==> src/rtl/foo_accum_sched.sv <==
// Round-robin front end for a shared 64-bit accumulator (next = accum + a + 1).
// Operands are pre-compensated so grants add exactly the requested value, idle cycles hold, clears zero.
module foo_accum_sched #(
  parameter int NUM_REQ = 4,
  parameter int ID_W    = 2,
  parameter int CNT_W   = 32
) (
  input  logic                    clk,
  input  logic                    rst_n,
  input  logic [NUM_REQ-1:0]      req_valid,
  input  logic [64*NUM_REQ-1:0]   req_data,
  output logic [NUM_REQ-1:0]      req_ready,
  input  logic                    clr_req,
  output logic                    clr_ack,
  output logic [63:0]             accum_a,
  input  logic [63:0]             accum_x,
  output logic                    resp_valid,
  output logic [ID_W-1:0]         resp_id,
  output logic [63:0]             resp_data,
  output logic [CNT_W-1:0]        op_count
);

  typedef enum logic {
    ST_RUN      = 1'b0,
    ST_CLR_DONE = 1'b1
  } state_e;

  state_e            state_q, state_d;
  logic              armed_q, armed_d;
  logic [ID_W-1:0]   ptr_q, ptr_d;
  logic              resp_valid_q, resp_valid_d;
  logic [ID_W-1:0]   resp_id_q, resp_id_d;
  logic [CNT_W-1:0]  op_count_q, op_count_d;

  logic              grant_vld;
  logic [ID_W-1:0]   grant_id;
  logic              do_clr;
  logic              grant;
  logic [63:0]       grant_data;

  function automatic logic [CNT_W-1:0] sat_inc(input logic [CNT_W-1:0] v);
    return (&v) ? v : v + CNT_W'(1);
  endfunction

  // Round-robin search starting one past the last winner
  always_comb begin
    int              idx;
    logic [ID_W-1:0] cand;
    grant_vld = 1'b0;
    grant_id  = '0;
    idx       = 0;
    cand      = '0;
    for (int k = 1; k <= NUM_REQ; k++) begin
      idx = int'(ptr_q) + k;
      if (idx >= NUM_REQ) idx = idx - NUM_REQ;
      cand = ID_W'(idx);
      if (!grant_vld && req_valid[cand]) begin
        grant_vld = 1'b1;
        grant_id  = cand;
      end
    end
  end

  always_comb begin
    grant_data = '0;
    for (int i = 0; i < NUM_REQ; i++) begin
      if (grant_id == ID_W'(i)) grant_data = req_data[64*i +: 64];
    end
  end

  // rst_n gates the operand so the accumulator holds while reset is asserted
  always_comb begin
    state_d      = ST_RUN;
    armed_d      = armed_q;
    ptr_d        = ptr_q;
    resp_valid_d = 1'b0;
    resp_id_d    = resp_id_q;
    op_count_d   = op_count_q;
    req_ready    = '0;
    accum_a      = '1;

    do_clr = rst_n && (state_q == ST_RUN) && clr_req && armed_q;
    grant  = rst_n && !do_clr && grant_vld;

    if (!clr_req) begin
      armed_d = 1'b1;
    end else if (do_clr) begin
      armed_d = 1'b0;
    end

    if (do_clr) begin
      state_d = ST_CLR_DONE;
      accum_a = ~accum_x;
    end else if (grant) begin
      req_ready[grant_id] = 1'b1;
      accum_a             = grant_data - 64'd1;
      ptr_d               = grant_id;
      resp_valid_d        = 1'b1;
      resp_id_d           = grant_id;
      op_count_d          = sat_inc(op_count_q);
    end
  end

  always_ff @(posedge clk or negedge rst_n) begin
    if (!rst_n) begin
      state_q      <= ST_RUN;
      armed_q      <= 1'b1;
      ptr_q        <= ID_W'(NUM_REQ - 1);
      resp_valid_q <= 1'b0;
      resp_id_q    <= '0;
      op_count_q   <= '0;
    end else begin
      state_q      <= state_d;
      armed_q      <= armed_d;
      ptr_q        <= ptr_d;
      resp_valid_q <= resp_valid_d;
      resp_id_q    <= resp_id_d;
      op_count_q   <= op_count_d;
    end
  end

  assign clr_ack    = (state_q == ST_CLR_DONE);
  assign resp_valid = resp_valid_q;
  assign resp_id    = resp_id_q;
  assign resp_data  = accum_x;
  assign op_count   = op_count_q;

endmodule

==> config.mk <==
export PLATFORM = sky130hd
export DESIGN_NAME = foo_accum_sched
export DESIGN_NICKNAME = d
export VERILOG_FILES = /design/src/rtl/foo_accum_sched.sv
export SDC_FILE = /design/constraint.sdc
export NUM_CORES = 1
export LEC_CHECK = 0
export ABC_AREA = 0
export BUFFER_PORTS_ARGS = -buffer_cell sky130_fd_sc_hd__buf_4
export CORE_AREA = 3 3 189 191
export CTS_BUF_LIST = sky130_fd_sc_hd__clkbuf_8
export DETAILED_ROUTE_END_ITERATION = 6
export DIE_AREA = 0 0 192 194
export SLEW_MARGIN = 5
export SYNTH_ARGS = -nofsm -noshare
export SYNTH_HDL_FRONTEND = slang
export SYNTH_SLANG_ARGS = --single-unit
==> constraint.sdc <==
create_clock -name clk -period 4.5 [get_ports clk]
set_input_delay 0.225 -clock clk [delete_from_list [all_inputs] [get_ports clk]]
set_output_delay 0.225 -clock clk [all_outputs]
set_load 0.01 [all_outputs]
==> flow_metrics.py, run 1 <==
metrics = {
    "global_route": {
        "grt_pass1_wl_microns": 53700,
        "grt_pass1_vias": 8206,
        "grt_start_max_net_pins": 66,
        "gr-usage-all-layers": 0.192,
        "antenna_found_initial": 2,
        "grt-ovfl-total": 0,
    },
    "cells_and_area": {
        "fin_cells": 1726,
        "syn_to_final_growth_pct": 70.7,
        "design_area_sq_um": 11200,
        "seq_area_sq_um": 980,
        "drive_gt1_frac": 0.510,
        "utilization": 0.326,
        "multi_input_area_sq_um": 4920,
        "fill_cells": 3645,
        "nNetsFinal": 1597,
    },
    "timing": {
        "min_period_ps": 4470,
        "fin_skew_ps": 10.7,
        "rsz0062_at_grt": "true",
        "worst_pin_slew_ps": 900,
        "setup-tns-final_ps": 0,
        "max_slew_margin": 0.400,
        "hold_viol_final": 0,
        "final_max_slew_viol_count": 0,
        "finalSetupViolations": 0,
        "fmax_mhz": 224,
        "period_share": 0.993,
    },
    "worst_setup_path": {
        "worstSetupPathType": "reg2out",
        "crit_arrival_ps": 4240,
        "r2r_end": "op_count[29]",
        "start_kind": "register",
        "rr_worst_depth": 10,
        "cp-end-kind": "primary output",
        "critical_path.max_fanout": 16,
        "worstReg2RegStart": "clr_ack",
        "ff2ff_setup_slack_ps": 1760,
        "critPathRequiredTime_ps": 4280,
    },
    "synthesis": {
        "synth_edf_count": 0,
        "synth_top_area_share": 0.293,
        "syn_area_per_cell_sq_um": 8.32,
        "yosys_warnings": 0,
        "syn_nets": 1117,
        "syn_area_sq_um": 6560,
        "synth_flop_cell": "dfrtp_1",
        "synth_top_area_cell": "mux2i_1",
        "synthArstFlopShare": 1.00,
        "synth_seq_cells": 39,
        "synthCells": 788,
        "ys_seq_area_frac": 0.149,
        "synth_cell_types": 59,
        "synthTopCellsByArea": "mux2i_1 (29%), dfrtp_1 (14%), buf_4 (7.6%), xnor2_1 (5.6%), a22oi_1 (3.4%)",
    },
    "drt": {
        "wl_microns": 39600,
        "routedWlPerCell_microns": 22.9,
        "via_count": 8202,
        "antenna_left": 0,
        "drc_errors": 0,
        "drt-initial-drc-count": 344,
        "via_per_inst": 4.75,
        "drt-pass1-iter-count": 4,
    },
    "cts": {
        "cts_tree": "yes",
        "cts.sinks": 39,
        "cts_max_level": 2,
        "clkTransAtPathRegs_ps": 90,
        "numCtsBuffers": 5,
        "cts-root-buf": "clkbuf_8",
        "cts_buffer_depth": 2,
        "clkLatencyLatePin_ps": 310,
    },
    "flow_run": {
        "drv_cap": 0,
    },
    "floorplanning": {
        "pin_count": 495,
        "start_util": 0.191,
        "die_x_microns": 192,
        "dieArea_sq_um": 37200,
        "core_area_sq_um": 34300,
        "die_h_microns": 194,
        "placementRows": 68,
    },
    "min_path": {
        "hold_end": "armed_q",
        "hold_path_class": "in2reg",
        "worstHoldPathCells": 2,
        "hp-start": "clr_req",
    },
    "placement": {
        "io_buffers": 494,
        "dp_cells": 1692,
        "place_area_sq_um": 10700,
        "place.gp.congestion": 0.915,
        "hpwlAfterDp_microns": 32800,
    },
    "outcome": {
        "status": "finished clean",
    },
    "power_and_ir_drop": {
        "power.density_nw_per_um2": 265,
        "leakage_uw": 0.00536,
        "finalPower_uw": 2970,
        "ir_worst_vdd_uv": 164,
    },
}
[flip-flops by register name, summed over array words and instances (netlist names)]
name        count
resp_id         2
armed_q         1
resp_valid      1
ptr_q           2
op_count       32
clr_ack         1
[critical path: stages (launching register included)]
cell and delay [ps]:
dfstp_2 600, nand3b_1 130, a31oi_4 210, buf_12 230
buf_16 200, mux2i_4 260, mux2i_1 130, nor4_2 270
buf_4 170, nand2_1 140, or4_1 510, buf_4 200
or4_1 500, a31oi_2 200, buf_4 160
[kinds of logic after synthesis]
family | count (synthesis) | synth area share
AOI/OAI and AO/OA | 110 | 0.127
xor gates and xnor gates | 59 | 0.0788
and+or+nand+nor | 253 | 0.219
muxes | 196 | 0.300
DFF | 39 | 0.149
buffers and inverters | 129 | 0.122
adders and majority gates | 2 | 0.00382
[Yosys cell counts, types with 6 or more instances]
library cell	n
and3_1	7
nand3_1	27
a22oi_1	30
or4_1	6
a21oi_1	10
or3_1	6
o21ai_0	9
buf_2	16
clkbuf_1	21
a211oi_1	10
a32oi_1	11
nand2b_1	8
xor2_1	17
o31ai_1	6
nor4_2	8
buf_4	66
nor3_1	20
dfrtp_1	36
nand4_1	14
nand2_1	51
xnor2_1	42
and4_1	8
mux2i_1	192
nor4_1	19
or2_2	8
nor2b_1	7
nor2_1	42
inv_1	16
o31a_1	11
[placed cells by master, fill, tap and decap left out, types with 11 or more instances in the layout]
cell	netlist	final
nor4_1	19	18
xnor2_1	42	42
inv_1	16	15
nand3_1	27	26
xor2_1	17	17
mux2i_2	1	12
nand4_1	14	14
buf_4	66	572
a22oi_1	30	30
nand2_1	51	51
o31a_1	11	11
nor3_1	20	17
nor2_1	42	41
dfrtp_1	36	36
a32oi_1	11	11
mux2i_1	192	180
[cell type report]
cell class                      count  share of cell area
Antenna cell                        2            0.000447
Clock buffer                        5             0.00615
Clock inverter                      3             0.00224
Inverter                           16             0.00537
Multi-Input combinational cell    620               0.440
Sequential cell                    39              0.0875
Tap cell                          455              0.0509
Timing Repair Buffer              586               0.408
[report_power, final]
part	switching (uW)	leakage, uW	internal (uW)
logic	1150	0.00480	1120
clock network	143	0.0000443	111
registers	48.8	0.000514	391
[routing by layer]
metal | vias up | GRT usage | routed length [microns]
met5 | - | 0 | 0
met4 | 0 | 0.0534 | 1020
met3 | 49 | 0.0344 | 2940
met2 | 364 | 0.347 | 19800
met1 | 3945 | 0.233 | 15800
li1 | 3844 | - | -
[metrics by stage]
stage / setup WS (ps) / hold slack (ps)
after global routing: -143 / 74.7
after detailed placement: 30.9 / 78.8
after floorplan: 340 / -70.6
after global placement: 102 / 76.6
after CTS: -84.5 / 59.0
final: 32.0 / 66.6
[what timing repair did]
action,4_1_cts,5_1_grt
setup endpoints to repair,22,29
pin swaps,4,9
hold endpoints to repair,7,0
cloned,1,3
setup buffers,1,18
hold buffers,1,0
resized for setup,9,26
[worst max path at each step]
| stage | from | to | slack [ps] | depth (start not counted) |
|---|---|---|---|---|
| after detailed placement | ptr_q[1] | accum_a[59] | 30 | 13 |
| final | ptr_q[1] | accum_a[59] | 30 | 14 |
| after global routing | ptr_q[1] | accum_a[59] | -140 | 15 |
| after CTS | ptr_q[1] | accum_a[59] | -80 | 13 |
| after global placement | ptr_q[1] | accum_a[59] | 100 | 13 |
| after floorplan | ptr_q[1] | accum_a[62] | 340 | 16 |
(Power assumes the default switching activity.)
==> run 2: changes to the inputs <==
--- a/config.mk
+++ b/config.mk
@@ -8,7 +8,6 @@
 export ABC_AREA = 0
 export BUFFER_PORTS_ARGS = -buffer_cell sky130_fd_sc_hd__buf_4
 export CORE_AREA = 3 3 189 191
-export CTS_BUF_LIST = sky130_fd_sc_hd__clkbuf_8
 export DETAILED_ROUTE_END_ITERATION = 6
 export DIE_AREA = 0 0 192 194
 export SLEW_MARGIN = 5
==> run 2 against run 1 <==
Register-to-register slack hardly changed. Combinational power rose by 2%. Largest cell class unchanged. Critical path type unchanged. Highest routed layer unchanged. Design area rose by 1.2%. Worst hold slack better by 27 ps. Power up 4.7%.
==> flow_metrics.py, run 2 (synthesis results as in run 1) <==
metrics = {
    "worst_setup_path": {
        "critical_path.max_fanout": 11,
        "slowest_delay_ps": 590,
        "critPathSlowestCell": "dfstp_2",
        "path_buf_inv": 5,
        "worstSetupPathType": "reg2out",
        "crit_family": "simple AND/OR/NAND/NOR gates",
        "cp-end-kind": "primary output",
        "crit_arrival_ps": 4220,
        "path_cells": "nand3b_1 > a31oi_4 > buf_12 > buf_12 > buf_6 > mux2i_2 > mux2i_2 > nor4_4 > nand3_2 > or4_1 > buf_4 > or4_1 > a31oi_2 > buf_4",
        "critPathRequiredTime_ps": 4280,
        "start_kind": "register",
    },
    "floorplanning": {
        "placementRows": 68,
        "die_x_microns": 192,
        "pin_count": 495,
        "dieArea_sq_um": 37200,
        "core_area_sq_um": 34300,
        "start_util": 0.191,
        "die_h_microns": 194,
    },
    "drt": {
        "via_count": 8186,
        "wl_microns": 39600,
        "wl_met2_microns": 19800,
        "antenna_left": 0,
        "via_per_inst": 4.73,
        "drt-met1-wl_microns": 15900,
        "drt-pass1-iter-count": 4,
        "drt-initial-drc-count": 335,
        "routedWlPerCell_microns": 22.9,
        "dr_wl_met3_microns": 2870,
        "drc_errors": 0,
        "top_layer": "met4",
    },
    "timing": {
        "finalSetupViolations": 0,
        "max_slew_margin": 0.424,
        "period_share": 0.987,
        "min_period_ps": 4440,
        "hold_viol_final": 0,
        "fmax_mhz": 225,
        "worst_pin_slew_ps": 863,
        "final_max_slew_viol_count": 0,
        "fin_skew_ps": 7.03,
        "rsz0062_at_grt": "true",
    },
    "cts": {
        "cts.sinks": 39,
        "cts_tree": "yes",
        "cts_buffer_depth": 2,
        "cts_max_level": 2,
        "clkTransAtPathRegs_ps": 60,
        "cts-root-buf": "clkbuf_16",
        "numCtsBuffers": 5,
        "clkLatencyLatePin_ps": 290,
    },
    "global_route": {
        "grt_start_max_net_pins": 66,
        "gr-usage-all-layers": 0.192,
        "grt_pass1_vias": 8183,
        "grt-ovfl-total": 0,
        "grt_pass1_wl_microns": 53700,
        "antenna_found_initial": 2,
    },
    "placement": {
        "hpwlAfterDp_microns": 32800,
        "io_buffers": 494,
        "place_area_sq_um": 10700,
        "place.gp.congestion": 0.915,
    },
    "cells_and_area": {
        "fill_cells": 3632,
        "design_area_sq_um": 11300,
        "syn_to_final_growth_pct": 72.7,
        "final_common_cell": "buf_4",
        "utilization": 0.330,
        "drive_gt1_frac": 0.515,
        "largest_reg_flops": 32,
        "layout_common_cells": "buf_4 (575), mux2i_1 (177), nand2_1 (50)",
        "nNetsFinal": 1602,
    },
    "power_and_ir_drop": {
        "p_sw_frac": 0.439,
        "switchingPower_uw": 1360,
        "ir_worst_vdd_uv": 203,
        "leakage_uw": 0.00541,
        "pwr-share-clk": 0.115,
        "p_comb_frac": 0.743,
        "p_seq_frac": 0.142,
        "power.density_nw_per_um2": 274,
        "power.internal_uw": 1740,
    },
    "min_path": {
        "hold_path_class": "in2reg",
    },
    "outcome": {
        "status": "finished clean",
    },
    "flow_run": {
        "drv_cap": 0,
    },
}
==> run 2: stage by stage <==
step / instances / total power [uW] / hold slack [ps] / worst slack (ps) / setup TNS [ps]
6_report: 1731 / 3110 / 93.6 / 56.8 / 0
5_1_grt: 1731 / 3300 / 109 / -64.6 / -102
4_1_cts: 1703 / 2960 / 85.1 / -51.3 / -51.3
3_5_place_dp: 1692 / 2550 / 78.8 / 30.9 / 0
3_3_place_gp: 1692 / 2540 / 76.6 / 102 / 0
2_1_floorplan: 788 / 1600 / -70.6 / 340 / 0
==> run 2: power groups by stage <==
stage | logic (uW) | registers (uW) | clock network [uW]
final | 2310 | 440 | 358
after global routing | 2470 | 446 | 387
after CTS | 2160 | 438 | 368
after detailed placement | 2110 | 443 | 0
after global placement | 2090 | 443 | 0
after floorplan | 1150 | 449 | 0
==> run 2: final timing paths <==
check                            from  cells past startpoint      endpoint  slack, ps
setup / recovery             ptr_q[1]                     14   accum_a[59]         60
hold / removal                clr_req                      2       armed_q         90
setup reg to reg              clr_ack                     10  op_count[29]       1750
hold reg to reg            resp_id[1]                      2    resp_id[1]        480
max in group asynchronous       rst_n                      3       armed_q       3510
min in group asynchronous       rst_n                      2  op_count[11]        320
==> run 2: routing by layer <==
layer / track usage / vias to the layer above
li1: - / 3854
met1: 0.233 / 3923
met3: 0.0338 / 45
met2: 0.347 / 364
met4: 0.0521 / 0
met5: 0 / -
==> run 2: area by class of cell <==
| class | count | area (sq um) | area share |
|---|---|---|---|
| multi-input combinational | 620 | 4940 | 0.437 |
| antenna | 2 | 5.00 | 0.000442 |
| inverter | 16 | 60.1 | 0.00530 |
| tap | 455 | 569 | 0.0503 |
| timing repair buffer | 591 | 4620 | 0.408 |
| sequential | 39 | 980 | 0.0865 |
| clock buffer | 5 | 125 | 0.0110 |
| clock inverter | 3 | 25.0 | 0.00221 |
==> run 2: what timing repair did <==
action | 4_1_cts | 5_1_grt
hold buffers | 1 | 0
hold endpoints to repair | 7 | 0
gates cloned | 1 | 3
pin swaps | 4 | 12
gates resized for setup | 8 | 32
buffers inserted | 1 | 23
setup endpoints to repair | 20 | 29
